## config.mk

```make
export PLATFORM = sky130hd
export DESIGN_NAME = hob_ram
export DESIGN_NICKNAME = d
export VERILOG_FILES = /design/src/rtl/hob_ram_pkg.sv /design/src/rtl/hob_ram_init.sv /design/src/rtl/hob_ram.sv
export SDC_FILE = /design/constraint.sdc
export NUM_CORES = 2
export LEC_CHECK = 0
export ABC_AREA = 1
export BUFFER_PORTS_ARGS = -buffer_cell sky130_fd_sc_hd__buf_2
export CAP_MARGIN = 20
export CORE_ASPECT_RATIO = 1.5
export CORE_MARGIN = 4
export CORE_UTILIZATION = 35
export DETAILED_ROUTE_END_ITERATION = 10
export SYNTH_ARGS = -nofsm -noshare
export SYNTH_HDL_FRONTEND = slang
export SYNTH_SLANG_ARGS = --single-unit
```

## constraint.sdc

```tcl
create_clock -name clk -period 10.2 [get_ports clk]
set_input_delay 1.02 -clock clk [delete_from_list [all_inputs] [get_ports clk]]
set_output_delay 1.02 -clock clk [all_outputs]
set_load 0.01 [all_outputs]
```

## src/rtl/hob_ram_pkg.sv

```systemverilog
// hob_ram_pkg: shared defaults, named memory shapes and the clear-sweep state
// type for the hob_ram simple dual-port RAM.
package hob_ram_pkg;

    // Default shape: perceptron weight table
    localparam int DEFAULT_WIDTH      = 36;
    localparam int DEFAULT_DEPTH      = 64;
    localparam int DEFAULT_INIT_VALUE = 0;

    // Named configurations served by the same block
    localparam int HOB_WIDTH  = 36;
    localparam int HOB_DEPTH  = 64;
    localparam int INSN_WIDTH = 32;
    localparam int INSN_DEPTH = 256;
    localparam int RAS_WIDTH  = 32;
    localparam int RAS_DEPTH  = 16;

    typedef enum logic {
        IDLE  = 1'b0,
        CLEAR = 1'b1
    } sweep_state_t;

endpackage

```

## src/rtl/hob_ram_init.sv

```systemverilog
// hob_ram_init: clear-sweep state machine. Reset parks the counter at 0;
// each following cycle clears one location until DEPTH-1 has been written.
module hob_ram_init
    import hob_ram_pkg::*;
#(
    parameter int DEPTH  = DEFAULT_DEPTH,
    parameter int ADDR_W = $clog2(DEPTH)
) (
    input  logic              clk,
    input  logic              reset,
    output logic              init_busy,
    output logic [ADDR_W-1:0] clr_addr,
    output logic              clr_wren
);

    sweep_state_t state;

    // Sweep sequencer: reset (re)starts at 0, last address returns to IDLE
    always_ff @(posedge clk) begin
        if (reset) begin
            state     <= CLEAR;
            clr_addr  <= '0;
            init_busy <= 1'b1;
            clr_wren  <= 1'b1;
        end else begin
            case (state)
                IDLE: begin
                    init_busy <= 1'b0;
                    clr_wren  <= 1'b0;
                end
                CLEAR: begin
                    if (clr_addr == ADDR_W'(DEPTH - 1)) begin
                        state     <= IDLE;
                        clr_addr  <= '0;
                        init_busy <= 1'b0;
                        clr_wren  <= 1'b0;
                    end else begin
                        clr_addr <= clr_addr + 1'b1;
                    end
                end
                default: begin
                    state     <= IDLE;
                    init_busy <= 1'b0;
                    clr_wren  <= 1'b0;
                end
            endcase
        end
    end

endmodule

```

## src/rtl/hob_ram.sv

```systemverilog
// hob_ram: simple dual-port synchronous RAM (one write, one registered read)
// with a reset-triggered clear sweep.
// Build option: HOB_RAM_BYPASS_EN forwards write data onto q for a
// same-address read-during-write; otherwise the old word is returned.
module hob_ram
    import hob_ram_pkg::*;
#(
    parameter int                WIDTH      = DEFAULT_WIDTH,
    parameter int                DEPTH      = DEFAULT_DEPTH,
    parameter int                ADDR_W     = $clog2(DEPTH),
    parameter logic [WIDTH-1:0]  INIT_VALUE = WIDTH'(DEFAULT_INIT_VALUE)
) (
    input  logic              clk,
    input  logic              reset,
    input  logic [WIDTH-1:0]  data,
    input  logic [ADDR_W-1:0] wraddress,
    input  logic              wren,
    input  logic [ADDR_W-1:0] rdaddress,
    output logic [WIDTH-1:0]  q,
    output logic              init_busy
);

    logic [WIDTH-1:0]  mem [DEPTH];
    logic [ADDR_W-1:0] clr_addr;
    logic              clr_wren;
    logic              user_we;
    logic              we;
    logic [ADDR_W-1:0] wa;
    logic [WIDTH-1:0]  wd;

    hob_ram_init #(
        .DEPTH  (DEPTH),
        .ADDR_W (ADDR_W)
    ) u_init (
        .clk       (clk),
        .reset     (reset),
        .init_busy (init_busy),
        .clr_addr  (clr_addr),
        .clr_wren  (clr_wren)
    );

    // User writes are dropped (not queued) while the sweep owns the port
    assign user_we = wren & ~init_busy & ~reset;

    // Write-port mux: sweep has priority over the user port
    always_comb begin
        we = user_we;
        wa = wraddress;
        wd = data;
        if (clr_wren) begin
            we = 1'b1;
            wa = clr_addr;
            wd = INIT_VALUE;
        end
    end

    // Memory array write
    always_ff @(posedge clk) begin
        if (we) mem[wa] <= wd;
    end

    // Registered read; held at INIT_VALUE while clearing
    always_ff @(posedge clk) begin
        if (reset || init_busy) begin
            q <= INIT_VALUE;
        end else begin
`ifdef HOB_RAM_BYPASS_EN
            q <= (user_we && (wraddress == rdaddress)) ? data : mem[rdaddress];
`else
            q <= mem[rdaddress];
`endif
        end
    end

endmodule

```

==> summary.md <==
| Metric | Value |
|---|---|
| Input/output buffers | between 80 and 90 |
| Drt total wl | 281000 µm |
| Initial antenna violation count | 9 |
| Pwr Density | roughly 180 mW/mm² |
| Seq cells post-synth | between 2000 and 2500 |
| Critical path launch point type | flop |
| Hold_buf cts | 0 |
| Most frequent cells in the layout | nand2_1, edfxtp_1, nand3_1, clkbuf_16, buf_4 |
| Max Cap Viol | 0 |
| Post-CTS setup buffer count | 0 |
| CP max stage delay | roughly 0.86 ns |
| Critical path arrival | ~4.8 ns |
| Slew @ Worst Pin | around 1.3 ns |
| Remaining routing DRC violations | 0 |
| Final Hold Viols | 0 |
| Final setup fails | 0 |
| Worst-path maximum fanout | 25 |
| Clk slew on worst S/H paths | around 0.06 ns |
| Cell Rows | roughly 230 |
| Status | finished clean |
| Setup TNS | 0 ns |
| Clock network power share | 40.7% |
| TritonCTS clock tree | done |
| Combinational Power Share | under 10% |
| Crit Path Category | reg2reg |
| Num CTS Buffers | 215 |
| Die Ht | ~640 µm |
| Seq pwr share | a little over half |
| Clock buffer depth | 4 |
| Sequential-to-total area share from yosys stat | 74.6% |
| Final hold slack | about 0.42 ns |
| CTS root buffer | clkbuf_16 |
| Sw Share | a little over a fifth |
| FMAX | 232 MHz |
| Cells after synthesis | 7830 |
| Drt wl/cell | 24.5 µm |
| CP max-delay cell | nand3_1 |
| Fin util | 39.5% |
| Iter 0 DRT Violations | around 6700 |
| Switching power | 4.26 mW |
| Leak pwr | roughly 37 nW |
| Vias after detailed routing | 61900 |
| Die area | about 0.28 mm² |
| Vias in the first global route | between 50000 and 60000 |
| Pint | between 15 and 20 mW |
| Hold path startpoint | reset |
| Post-Syn Area per Cell | between 10 and 15 µm² |
| Final HPWL DP | 139000 µm |
| Io pins | a little under 90 |
| R2R depth | 4 |
| Tcrit/Tclk final | a little over two fifths |
| Post-route clock skew | 0.0564 ns |
| Remaining global-route overflow | 0 |
| Hold path depth | 2 |
| Starting density of the core | around a third |
| Hold endpoint | u_init.clr_addr[5] |
| RSZ-0062 raised after global routing | no |
| Global-route wire length before repair | 407000 µm |
| Cell Area, Synth | 0.0940 mm² |
| CTS sink cnt | between 2000 and 2500 |
| Hold Path Class | in2reg |
| Reg2reg setup slack | 5.89 ns |
| Largest net degree at the start of global routing | 217 |
| Tmin final | between 4 and 5 ns |
| Reg2reg end | mem[26][27] |
| Leading cell type in the layout, fill and taps excluded | nand2_1 |
| Worst setup EP type | flop |
| Worst endpoint required time | 10.66 ns |
| Resized Gates After CTS | 0 |
| Core ar. | roughly 0.27 mm² |
| Reg-to-Reg Start | u_init.clr_wren |
| Unique cell type count in the Yosys netlist | 29 |
| Total GRT Usage | 19.7% |
| Area Growth Syn to Fin | 12.0% |
| Clock Latency Late Sink | ~0.9 ns |
| Post-DR vias/cell | roughly 5.4 |
| Nets | between 7000 and 8000 |
| Crit path cell chain | mux2i_1 > nand3_1 > nor2_4 > buf_4 |
| DR pass1 iterations | 6 |
| H-tree depth | 4 |
| Chip Width | roughly 430 µm |
| Synth warn | 0 |
| Routed Antenna Nets | 0 |
| VDD IR-drop max | 0.125 mV |
| Post-Syn Nets | 7882 |
| Layout cell share with drive strength beyond 1 | under 10% |
| Fillers | 24600 |
| Max-slew headroom | between 10% and 20% |
| Routability Congestion | approximately 0.79 |
| Final Max Slew Viols | 0 |
==> sequential cells by signal, indices dropped and copies added, names as in the netlist <==
name and cells:
q 36, u_init.clr_wren 1, u_init.clr_addr 6, mem 2304, u_init.state 1
==> worst max path at each step <==
stage / start / to / slack [ns] / depth (start not counted)
global route: u_init.clr_wren / mem[26][27] / 5.79 / 4
global placement: rdaddress[0] / q[16] / 5.54 / 14
finish: u_init.clr_wren / mem[26][27] / 5.89 / 4
detailed placement: rdaddress[0] / q[16] / 5.48 / 14
CTS: u_init.clr_wren / mem[56][25] / 5.94 / 8
floorplan: reset / mem[48][0] / 4.56 / 5
==> routing by layer <==
| metal | global-route usage (%) | vias up | routed length [µm] |
|---|---|---|---|
| li1 | - | 27600 | - |
| met1 | 23.8 | 30900 | 104000 |
| met2 | 35.1 | 2792 | 144000 |
| met3 | 2.25 | 660 | 19400 |
| met4 | 8.91 | 2 | 14100 |
| met5 | 0 | - | 11 |
==> final cells by class <==
type	count	area, µm²	share of cell area (%)
clock buffers	275	5710	5.42
repair buffers	244	1910	1.82
multi-input cells	4920	21900	20.8
clock inverters	111	978	0.930
flip-flops and latches	2348	70100	66.6
diodes	4	10.0	0.00951
inverters	55	254	0.241
well taps	3510	4390	4.17
==> worst max-delay path, delay by kind of cell, from the launching register on <==
family | cells | cell delay, ns
and+or+nand+nor | 2 | 1.60
muxes | 1 | 0.84
buffers and inverters | 1 | 0.60
DFF | 1 | 0.77
==> cells in the mapped netlist <==
cell type	count	share of area [%]
nand2_1	2607	10
nand4_1	6	0.040
nand3_1	1975	11
buf_2	320	1.7
buf_1	48	0.19
dfxtp_1	44	0.94
ha_1	1	0.013
inv_2	3	0.012
nor4_1	6	0.040
o21ai_2	3	0.028
o21ai_1	7	0.037
a211oi_1	1	0.0080
or2_2	2	0.013
edfxtp_1	2304	74
xor2_1	1	0.0093
inv_1	48	0.19
mux2i_1	1	0.011
clkinv_1	2	0.0080
inv_4	2	0.013
buf_6	6	0.072
nor2_1	206	0.82
nand3_2	2	0.021
a21oi_1	40	0.21
buf_4	37	0.30
o22ai_1	19	0.13
nor3_1	6	0.032
o21ai_0	36	0.19
clkbuf_1	96	0.38
nor2_2	1	0.0067
==> cell families after synthesis <==
group,share of synthesized area [%]
fa+ha+maj,0.0133
flops,74.6
compound gates,0.605
simple gates,21.9
xor+xnor,0.00932
buf+inv,2.87
mux,0.0107
==> per-stage QoR <==
step,worst slack (ns),instance area (µm²),instances,power (mW)
CTS,5.94,105000,11500,19.5
floorplan,4.56,94000,7830,11.4
global route,5.79,105000,11500,19.9
global placement,5.54,98500,11100,11.7
finish,5.89,105000,11500,19.3
detailed placement,5.48,98600,11100,11.7
==> power groups by stage <==
stage / registers (mW) / logic [mW] / clock network (mW)
2_1_floorplan: 10.7 / 0.656 / 0
3_3_place_gp: 10.7 / 0.969 / 0
3_5_place_dp: 10.7 / 0.978 / 0
4_1_cts: 10.5 / 0.982 / 7.98
5_1_grt: 10.5 / 1.07 / 8.36
6_report: 10.5 / 0.985 / 7.87
No activity file was read; power rests on OpenSTA's default activity.
